### config.mk
export PLATFORM = sky130hd
export DESIGN_NAME = ps2_rx
export DESIGN_NICKNAME = d
export VERILOG_FILES = /design/src/rtl/ps2_pkg.sv /design/src/rtl/ps2_line_filter.sv /design/src/rtl/ps2_rx.sv
export SDC_FILE = /design/constraint.sdc
export NUM_CORES = 1
export LEC_CHECK = 0
export ABC_AREA = 1
export CORE_MARGIN = 5
export CORE_UTILIZATION = 32
export CTS_CLUSTER_SIZE = 10
export DETAILED_ROUTE_END_ITERATION = 12
export PLACE_DENSITY = 0.58
export SYNTH_ARGS = -nofsm -noshare
export SYNTH_HDL_FRONTEND = slang
export SYNTH_SLANG_ARGS = --single-unit
export TNS_END_PERCENT = 100
### constraint.sdc
create_clock -name clk_i -period 4.8 [get_ports clk_i]
set_clock_uncertainty 0.05 [all_clocks]
set_input_delay 0.96 -clock clk_i [delete_from_list [all_inputs] [get_ports clk_i]]
set_output_delay 0.96 -clock clk_i [all_outputs]
set_load 0.01 [all_outputs]
### src/rtl/ps2_pkg.sv
// ============================================================================
// Module      : ps2_pkg
// Description : Shared PS/2 definitions for ps2_rx and ps2_tx: receiver state
//               encoding, frame geometry, command/response codes and a
//               parity helper.
// Revision    : 1.0 - initial release
// ============================================================================
`default_nettype none

package ps2_pkg;

    // Receiver states; explicit 2-bit encoding
    typedef enum logic [1:0] {
        IDLE  = 2'd0,
        RECV  = 2'd1,
        CHECK = 2'd2
    } ps2_rx_state_t;

    // Frame geometry: start + 8 data + parity + stop
    localparam int PS2_FRAME_BITS = 11;
    localparam int PS2_DATA_BITS  = 8;

    // Command / response codes seen on the bus
    localparam logic [7:0] PS2_RSP_ACK    = 8'hFA;
    localparam logic [7:0] PS2_CMD_ENABLE = 8'hF4;
    localparam logic [7:0] PS2_CMD_RESET  = 8'hFF;

    // True when data plus parity bit carry an odd number of ones
    function automatic logic ps2_odd_parity_ok(input logic [PS2_DATA_BITS:0] word);
        return ^word;
    endfunction

endpackage : ps2_pkg

`default_nettype wire

### src/rtl/ps2_line_filter.sv
// ============================================================================
// Module      : ps2_line_filter
// Description : Two-flop synchroniser, FILTER_LEN-sample level filter and
//               single-cycle falling-edge pulse for one PS/2 line. Presets to
//               the idle-high bus level on reset.
// Revision    : 1.0 - initial release
// ============================================================================
`default_nettype none

module ps2_line_filter #(
    parameter int FILTER_LEN = 8
) (
    input  logic clk,
    input  logic rst_n,
    input  logic i_line,
    output logic o_fall
);

    logic [1:0]            r_sync;
    logic [FILTER_LEN-1:0] r_hist;
    logic                  r_level;
    logic                  r_fall;

    // Synchronise, keep the last FILTER_LEN samples, and only move the level
    // when the whole window agrees; the edge pulse fires as the level drops
    always_ff @(posedge clk or negedge rst_n) begin
        if (!rst_n) begin
            r_sync  <= 2'b11;
            r_hist  <= '1;
            r_level <= 1'b1;
            r_fall  <= 1'b0;
        end else begin
            r_sync <= {r_sync[0], i_line};
            r_hist <= {r_hist[FILTER_LEN-2:0], r_sync[1]};
            if (&r_hist) begin
                r_level <= 1'b1;
            end else if (~|r_hist) begin
                r_level <= 1'b0;
            end
            r_fall <= r_level & ~|r_hist;
        end
    end

    assign o_fall = r_fall;

endmodule : ps2_line_filter

`default_nettype wire

### src/rtl/ps2_rx.sv
// ============================================================================
// Module      : ps2_rx
// Description : PS/2 device-to-host receiver. Samples data on filtered PS/2
//               clock falling edges, checks start/parity/stop framing and
//               emits one byte per good frame, with error pulses otherwise.
//               Optional macro PS2_RX_PARITY_CHECK_EN enables odd-parity
//               checking; without it the parity bit is ignored.
// Revision    : 1.0 - initial release
// ============================================================================
`default_nettype none

module ps2_rx
    import ps2_pkg::*;
#(
    parameter int FILTER_LEN     = 8,
    parameter int TIMEOUT_CYCLES = 200_000
) (
    input  logic                     clk_i,
    input  logic                     reset_ni,
    input  logic                     ps2c_i,
    input  logic                     ps2d_i,
    input  logic                     rx_en_i,
    output logic [PS2_DATA_BITS-1:0] rx_data_o,
    output logic                     rx_done_o,
    output logic                     parity_err_o,
    output logic                     frame_err_o,
    output logic                     idle_o
);

    localparam int                   c_SHIFT_W   = PS2_FRAME_BITS - 1;
    localparam int                   c_TIMER_W   = $clog2(TIMEOUT_CYCLES + 1);
    localparam logic [c_TIMER_W-1:0] c_TIMER_MAX = c_TIMER_W'(TIMEOUT_CYCLES);
    localparam logic [3:0]           c_START_CNT = 4'(PS2_FRAME_BITS - 1);

    ps2_rx_state_t           r_state, w_state_nxt;
    logic [3:0]              r_bit_cnt, w_bit_cnt_nxt;
    logic [c_SHIFT_W-1:0]    r_shift, w_shift_nxt;
    logic [c_TIMER_W-1:0]    r_timer, w_timer_nxt;
    logic [PS2_DATA_BITS-1:0] r_data, w_data_nxt;
    logic                    r_done, w_done_nxt;
    logic                    r_perr, w_perr_nxt;
    logic                    r_ferr, w_ferr_nxt;
    logic [1:0]              r_ps2d_sync;
    logic                    w_fall;
    logic                    w_ps2d;
    logic [c_SHIFT_W-1:0]    w_frame;
    logic                    w_parity_ok;
    logic                    w_unused;

    ps2_line_filter #(
        .FILTER_LEN (FILTER_LEN)
    ) u_ps2c_filter (
        .clk    (clk_i),
        .rst_n  (reset_ni),
        .i_line (ps2c_i),
        .o_fall (w_fall)
    );

    // Data is stable for half a PS/2 period around each fall, so a plain
    // two-flop synchroniser is enough here
    always_ff @(posedge clk_i or negedge reset_ni) begin
        if (!reset_ni) begin
            r_ps2d_sync <= 2'b11;
        end else begin
            r_ps2d_sync <= {r_ps2d_sync[0], ps2d_i};
        end
    end

    assign w_ps2d = r_ps2d_sync[1];

    // Shift register contents once the current bit is taken in; on the stop
    // fall this is {stop, parity, D7..D0}
    assign w_frame = {w_ps2d, r_shift[c_SHIFT_W-1:1]};

`ifdef PS2_RX_PARITY_CHECK_EN
    assign w_parity_ok  = ps2_odd_parity_ok(w_frame[PS2_DATA_BITS:0]);
    assign parity_err_o = r_perr;
    assign w_unused     = &{1'b0, r_shift[0]};
`else
    assign w_parity_ok  = 1'b1;
    assign parity_err_o = 1'b0;
    assign w_unused     = &{1'b0, r_shift[0], w_frame[PS2_DATA_BITS], r_perr};
`endif

    // Next-state and frame verdict; the verdict is taken on the stop-bit
    // fall so the pulses are visible during the single CHECK cycle
    always_comb begin
        w_state_nxt   = r_state;
        w_bit_cnt_nxt = r_bit_cnt;
        w_shift_nxt   = r_shift;
        w_timer_nxt   = r_timer;
        w_data_nxt    = r_data;
        w_done_nxt    = 1'b0;
        w_perr_nxt    = 1'b0;
        w_ferr_nxt    = 1'b0;
        case (r_state)
            IDLE: begin
                if (w_fall && rx_en_i && !w_ps2d) begin
                    w_state_nxt   = RECV;
                    w_bit_cnt_nxt = c_START_CNT;
                    w_timer_nxt   = '0;
                end
            end
            RECV: begin
                if (!rx_en_i) begin
                    w_state_nxt = IDLE;
                end else if (w_fall) begin
                    // A fall beats a coincident timeout
                    w_shift_nxt   = w_frame;
                    w_bit_cnt_nxt = r_bit_cnt - 4'd1;
                    w_timer_nxt   = '0;
                    if (r_bit_cnt == 4'd1) begin
                        w_state_nxt = CHECK;
                        if (!w_frame[c_SHIFT_W-1]) begin
                            w_ferr_nxt = 1'b1;
                        end else if (!w_parity_ok) begin
                            w_perr_nxt = 1'b1;
                        end else begin
                            w_data_nxt = w_frame[PS2_DATA_BITS-1:0];
                            w_done_nxt = 1'b1;
                        end
                    end
                end else if (r_timer == c_TIMER_MAX) begin
                    w_ferr_nxt  = 1'b1;
                    w_state_nxt = IDLE;
                end else begin
                    w_timer_nxt = r_timer + c_TIMER_W'(1);
                end
            end
            CHECK: begin
                w_state_nxt = IDLE;
            end
            default: begin
                w_state_nxt = IDLE;
            end
        endcase
    end

    // State, datapath and output pulse registers
    always_ff @(posedge clk_i or negedge reset_ni) begin
        if (!reset_ni) begin
            r_state   <= IDLE;
            r_bit_cnt <= '0;
            r_shift   <= '0;
            r_timer   <= '0;
            r_data    <= '0;
            r_done    <= 1'b0;
            r_perr    <= 1'b0;
            r_ferr    <= 1'b0;
        end else begin
            r_state   <= w_state_nxt;
            r_bit_cnt <= w_bit_cnt_nxt;
            r_shift   <= w_shift_nxt;
            r_timer   <= w_timer_nxt;
            r_data    <= w_data_nxt;
            r_done    <= w_done_nxt;
            r_perr    <= w_perr_nxt;
            r_ferr    <= w_ferr_nxt;
        end
    end

    assign rx_data_o   = r_data;
    assign rx_done_o   = r_done;
    assign frame_err_o = r_ferr;
    assign idle_o      = (r_state == IDLE);

endmodule : ps2_rx

`default_nettype wire

==> impl_results.md, run 1 <==
* Synth Area in Simple Gates at 28.4%
* Site row count at 33
* Post-Syn Instances at 323
* H-tree depth at 3
* Final Cycle Share at 52.5%
* Grt ovf at 0
* ANT nets after route at 0
* Compound-Gate Fraction of Synth Area at 8.04%
* CTS Hold Bufs at 0
* Clock slew at reported path FFs at 60 ps
* Sink Count at 57
* Max Cap Violations at 0
* Critical path type: reg -> out
* Initial Utilization at 33.2%
* Fin. Hold Viols at 0
* All-Layer GR Usage at 11.4%
* Synth top area share at 40.0%
* Place WS at 2140 ps
* Synth Area in Adders at 1.82%
* Flop and latch count out of synthesis at 57
* Area contributors post-synth: dfrtp_1 40%, nand2_1 13%, dfstp_2 12%, o21ai_0 4.5%, inv_1 4.5%
* Most common cell in the netlist: nand2_1
* Max-slew violations at 0
* Boundary pin count at 17
* Final HPWL DP at 3520 um
* Worst-Skew Late Latency at 330 ps
* Sequential area share after synthesis at 52.4%
* Antenna violations before repair at 0
* Final worst slack at 2280 ps
* Die W at 103 um
* Final Setup Violations at 0
* Number of library cell types mapped by synthesis at 33
* Worst setup SP type: flop
* Postcts setup bufs at 0
* Worst min path class: reg -> reg
* Share of cells above drive strength 1 at 15.3%
* Full die area at 0.0106 sq mm
* Status: finished, final reports clean
* Final wirelength at 5160 um
* XOR/XNOR Fraction of Synth Area at 1.91%
* Slew @ Worst Pin at 711 ps
* Global-route wire length before repair at 9310 um
* Final nets at 351
* Post-synth top cells: 94 x nand2_1, 44 x dfrtp_1, 33 x inv_1
* CTS Buf Count at 9
* TritonCTS clock tree: done
* Die height at 103 um
* Fmax at 0.397 GHz
* Post-synth top flop: dfrtp_1
* Buffers on Ports at 15
* Mapped Nets at 332
* Slew Limit Headroom at 52.6%
* DRC errors left at 0
* Post-synthesis mux area share at 0%
* Initial DRC count at 111
* Worst EP required at 3790 ps
* Total leakage power at 1.48 nW
* Total number of vias at 2089
* Setup TNS at 0 ps
* Number of detailed-route iterations in the first pass at 4
* Clock Path Buffers at 2
* Drt via density at 4.62
* Tmin final at 2520 ps
* Post-CTS sizing at 0
* Crit Path Max Fanout at 2
* Routability cong. at 0.807
* Worst VDD drop at 0.212 mV
* Area Growth Syn to Fin at 17.0%
* ANT cells at 0
* Ys Warns at 0
* Crit end category: output pin
* RSZ-0062 raised after global routing: no
* Power per cell area at 331 mW/mm^2
* Root Driver: clkbuf_8
* Ys async rst share at 100%
* Syn Area/Cell at 8.53 sq um
* Number of synthesized flops with an enable pin at 0
* Largest family of logic cells by synthesized area: simple AND/OR/NAND/NOR gates
* WP data arrival at 1510 ps
* Post-DR wirelength/cell at 11.4 um
* Yosys top cell by area: dfrtp_1
* Synth Cell Area at 0.00275 sq mm
* Largest net degree at the start of global routing at 58
* Vias in the first global route at 2016
* Core area at 0.00830 sq mm
==> layer usage <==
layer	track usage, %	share of wire [%]	up-vias
met1	14.7	48	977
met5	0	0	-
met4	5.08	1.1	0
li1	-	-	1059
met3	4.40	4.9	6
met2	16.8	46	47
==> path summary, 6_finish.rpt <==
| kind | start | endpoint | slack, ps | cells after the start |
|---|---|---|---|---|
| max | r_state[0] | idle_o | 2280 | 4 |
| min | r_ps2d_sync[0] | r_ps2d_sync[1] | 310 | 0 |
| min in group asynchronous | reset_ni | r_timer[14] | 710 | 2 |
| min reg2reg | r_ps2d_sync[0] | r_ps2d_sync[1] | 310 | 0 |
| max reg2reg | r_timer[0] | r_timer[10] | 2990 | 11 |
| max in group asynchronous | reset_ni | r_timer[10] | 3510 | 2 |
==> placed cells by master, fill, tap and decap left out, drive strengths merged <==
cell,instances
a21o,1
a21oi,1
buf,2
bufinv,3
clkbuf,11
clkdlybuf4s50,14
clkinv,2
clkinvlp,1
conb,1
dfrtp,44
dfstp,13
ha,4
inv,36
nand2,99
nand3,18
nand3b,1
nand4,14
nor2,34
nor3,2
nor3b,1
o21a,1
o21ai,35
or2,3
xnor2,1
xor2,5
==> power breakdown <==
part | switching (mW) | internal, mW
sequential | 0.00485 | 0.493
clock | 0.191 | 0.358
combinational | 0.0141 | 0.00621
==> flip-flops by register name, indices dropped and copies added (netlist names) <==
register / cells
r_timer: 18
rx_done_o: 1
r_ps2d_sync: 2
r_shift: 9
frame_err_o: 1
r_bit_cnt: 4
u_ps2c_filter.r_hist: 8
r_state: 2
u_ps2c_filter.r_sync: 2
u_ps2c_filter.r_level: 1
u_ps2c_filter.o_fall: 1
rx_data_o: 8
==> layout make-up <==
type,instances,area [sq um]
well taps,105,131
repair buffers,16,153
multi-input cells,221,1110
clock inverters,5,103
fillers,823,5080
clock buffers,11,141
inverters,37,141
flip-flops and latches,57,1440
==> critical path, stage by stage, from the launching register on <==
cell and delay [ps]:
dfrtp_1 390, inv_2 80, nand2_1 90, inv_1 80, clkdlybuf4s50_1 540
==> stage by stage <==
| stage | cells | hold slack, ps | total power, mW | cell area (sq um) | util [%] |
|---|---|---|---|---|---|
| 2_1_floorplan | 323 | 295 | 0.512 | 2750 | - |
| 3_3_place_gp | 436 | 296 | 0.527 | 2980 | 35.9 |
| 6_report | 452 | 306 | 1.07 | 3220 | 38.8 |
| 4_1_cts | 452 | 308 | 1.09 | 3220 | 38.8 |
| 5_1_grt | 452 | 314 | 1.12 | 3220 | 38.8 |
| 3_5_place_dp | 436 | 297 | 0.528 | 2980 | 35.9 |
==> logic make-up (layout without fill, tap and decap cells) <==
logic type | after synthesis | in the layout
XOR/XNOR | 6 | 6
AND/OR/NAND/NOR | 172 | 172
AO/OA/AOI/OAI | 38 | 38
adder cells (fa/ha/maj) | 4 | 4
other | 1 | 1
flip-flops | 57 | 57
buffers and inverters | 45 | 69
Note: power is estimated with default switching activity, not from simulation.
==> run 2: changes to the inputs <==
==> constraint.sdc (replaced) <==
create_clock -name clk_i -period 2.4 [get_ports clk_i]
set_clock_uncertainty 0.05 [all_clocks]
set_input_delay 0.48 -clock clk_i [delete_from_list [all_inputs] [get_ports clk_i]]
set_output_delay 0.48 -clock clk_i [all_outputs]
set_load 0.01 [all_outputs]
==> run 2 against run 1 <==
- core utilization down 0.24 points
- cell count up 0.44%
- sequential share of layout area up 0.28 points
- worst setup slack worse by 1900 ps
- hold slack worse by 230 ps
- clock-buffer cell count unchanged
- sequential cell count unchanged
- design area down 0.62%
- via count down 1.6%
- power up 81%
- critical path depth unchanged
- routed wire length up 2.1%
- largest cell class unchanged
- largest power group is now registers
==> impl_results.md, run 2 (synthesis gave the netlist of run 1 again) <==
* Tmin final at 2030 ps
* Max-slew violations at 0 (unchanged)
* CTS Hold Bufs at 0 (unchanged)
* Met3 wire len at 150 um (-40%)
* Final worst slack at 372 ps (-1910 ps)
* Most frequent cells in the layout: 94 x nand2_1, 44 x dfrtp_1, 33 x inv_1, 30 x nor2_1, 25 x o21ai_0
* Largest registers: r_timer: 18 flops, r_shift: 9 flops
* Largest net degree at the start of global routing at 58 (unchanged)
* WP data arrival at 1500 ps (about the same)
* Met2 routed WL at 2450 um (+2.5%)
* Die height at 103 um (unchanged)
* Crit end category: output pin
* Commonest non-fill, non-tap cell in the layout: nand2_1
* Pint at 1.50 mW (+75%)
* ANT cells at 0 (unchanged)
* Crit path buf inv count at 3 (unchanged)
* Global-route wire length before repair at 9490 um (+1.9%)
* Power per cell area at 603 mW/mm^2 (+82%)
* Cell Count, Final, Fillers Out at 454 (+0.44%)
* Clk network pwr share at 46.2% (-5.3 points)
* Worst-Skew Late Latency at 330 ps (about the same)
* Total number of vias at 2056 (-1.6%)
* Final nets at 353 (+0.57%)
* Post-CTS sizing at 0 (unchanged)
* ANT nets after route at 0 (unchanged)
* Max Cap Violations at 0 (unchanged)
* Worst VDD drop at 0.369 mV (+74%)
* TritonCTS clock tree: done
* Status: finished, final reports clean
* Site row count at 33 (unchanged)
* Delay-heaviest family, CP: buffers and inverters
* Sw Share at 22.0% (+2.4 points)
* Critical path's slowest cell: clkdlybuf4s50_1
* Setup TNS at 0 ps (unchanged)
* Max incr delay on CP at 540 ps (about the same)
* DRC errors left at 0 (unchanged)
* Crit Path Max Fanout at 2 (unchanged)
* Sw power at 0.425 mW (+100%)
* Sink Count at 57 (unchanged)
* Critical path type: reg -> out
* Final HPWL DP at 3610 um (+2.4%)
* Worst min path class: in -> async
* H-tree depth at 3 (unchanged)
* Root Driver: clkbuf_8
* Post-DR wirelength/cell at 11.6 um (+1.7%)
* Biggest register: r_timer
* Full die area at 0.0106 sq mm (unchanged)
* Area Growth Syn to Fin at 16.3%
* Combinational share of power at 2.3% (+0.4 points)
* Clock slew at reported path FFs at 70 ps (about the same)
* Final Setup Violations at 0 (unchanged)
* Core area at 0.00830 sq mm (unchanged)
* Drt via density at 4.53 (-2.0%)
* M1 WL at 2580 um (+4.8%)
* CP Cell Sequence: inv_2 > nand2_1 > inv_1 > clkdlybuf4s50_1
* Initial DRC count at 121 (+9.0%)
* Initial Utilization at 33.2% (unchanged)
* Total leakage power at 1.47 nW (-0.59%)
* Clock Path Buffers at 2 (unchanged)
* Share of cells above drive strength 1 at 15.8% (+0.49 points)
* Max reg flops at 18 (unchanged)
* Final Cycle Share at 84.5%
* Postcts setup bufs at 0 (unchanged)
* Grt ovf at 0 (unchanged)
* Buffers on Ports at 15 (unchanged)
* Fin. Hold Viols at 0 (unchanged)
* CTS Buf Count at 9 (unchanged)
* Final wirelength at 5270 um (+2.1%)
* Worst EP required at 1870 ps (-1920 ps)
* Number of detailed-route iterations in the first pass at 5 (+1)
* DP Cell Count at 438 (+0.46%)
* Die W at 103 um (unchanged)
* Top layer in use: met4
* Worst setup SP type: flop
* Fin util at 38.6% (-0.24 points)
* Routability cong. at 0.807 (about the same)
* Boundary pin count at 17 (unchanged)
* Vias in the first global route at 2013 (-0.15%)
* RSZ-0062 raised after global routing: no
* Sequential Power Share at 51.6% (+5.0 points)
* Fmax at 0.493 GHz
* Place WS at 198 ps (-1950 ps)
* All-Layer GR Usage at 11.4% (+0.042 points)
* Antenna violations before repair at 0 (unchanged)
## run 2: metrics by stage
stage                     cell area, sq um  power [mW]  hold WS, ps
final                                 3200        1.93         77.7
after CTS                             3200        1.96          104
after floorplan                       2750        1.02          134
after detailed placement              3010        1.06          298
after global routing                  3200        2.02          118
after global placement                3010        1.06          297
## run 2: power by group through the flow
stage	Combinational, mW	Clock [mW]	Sequential [mW]
after CTS	0.0464	0.921	0.995
after detailed placement	0.0460	0	1.01
after global routing	0.0523	0.968	0.997
after floorplan	0.0149	0	1.01
after global placement	0.0454	0	1.01
final	0.0436	0.891	0.995
## run 2: cell type report
type | count | area, sq um
clock buffer | 11 | 141
inverter | 37 | 141
fill | 828 | 5100
tap | 105 | 131
timing repair buffer | 18 | 180
sequential | 57 | 1440
multi-input combinational | 221 | 1110
clock inverter | 5 | 55.1
## run 2: path summary, 6_finish.rpt
check                          startpoint             end  slack, ps  cells after the start
min reg2reg                r_ps2d_sync[0]  r_ps2d_sync[1]        310                      0
min                              reset_ni     r_timer[14]         80                      2
min in group clk_i         r_ps2d_sync[0]  r_ps2d_sync[1]        310                      0
max in group asynchronous        reset_ni  r_ps2d_sync[1]       1900                      2
max reg2reg                    r_timer[0]      r_timer[9]        570                      9
max                            r_state[0]          idle_o        370                      4
## run 2: layer usage
metal  vias to the layer above  track usage [%]
met1                       954             15.3
li1                       1069                -
met4                         0             4.58
met5                         -                0
met3                         6             3.25
met2                        27             17.4
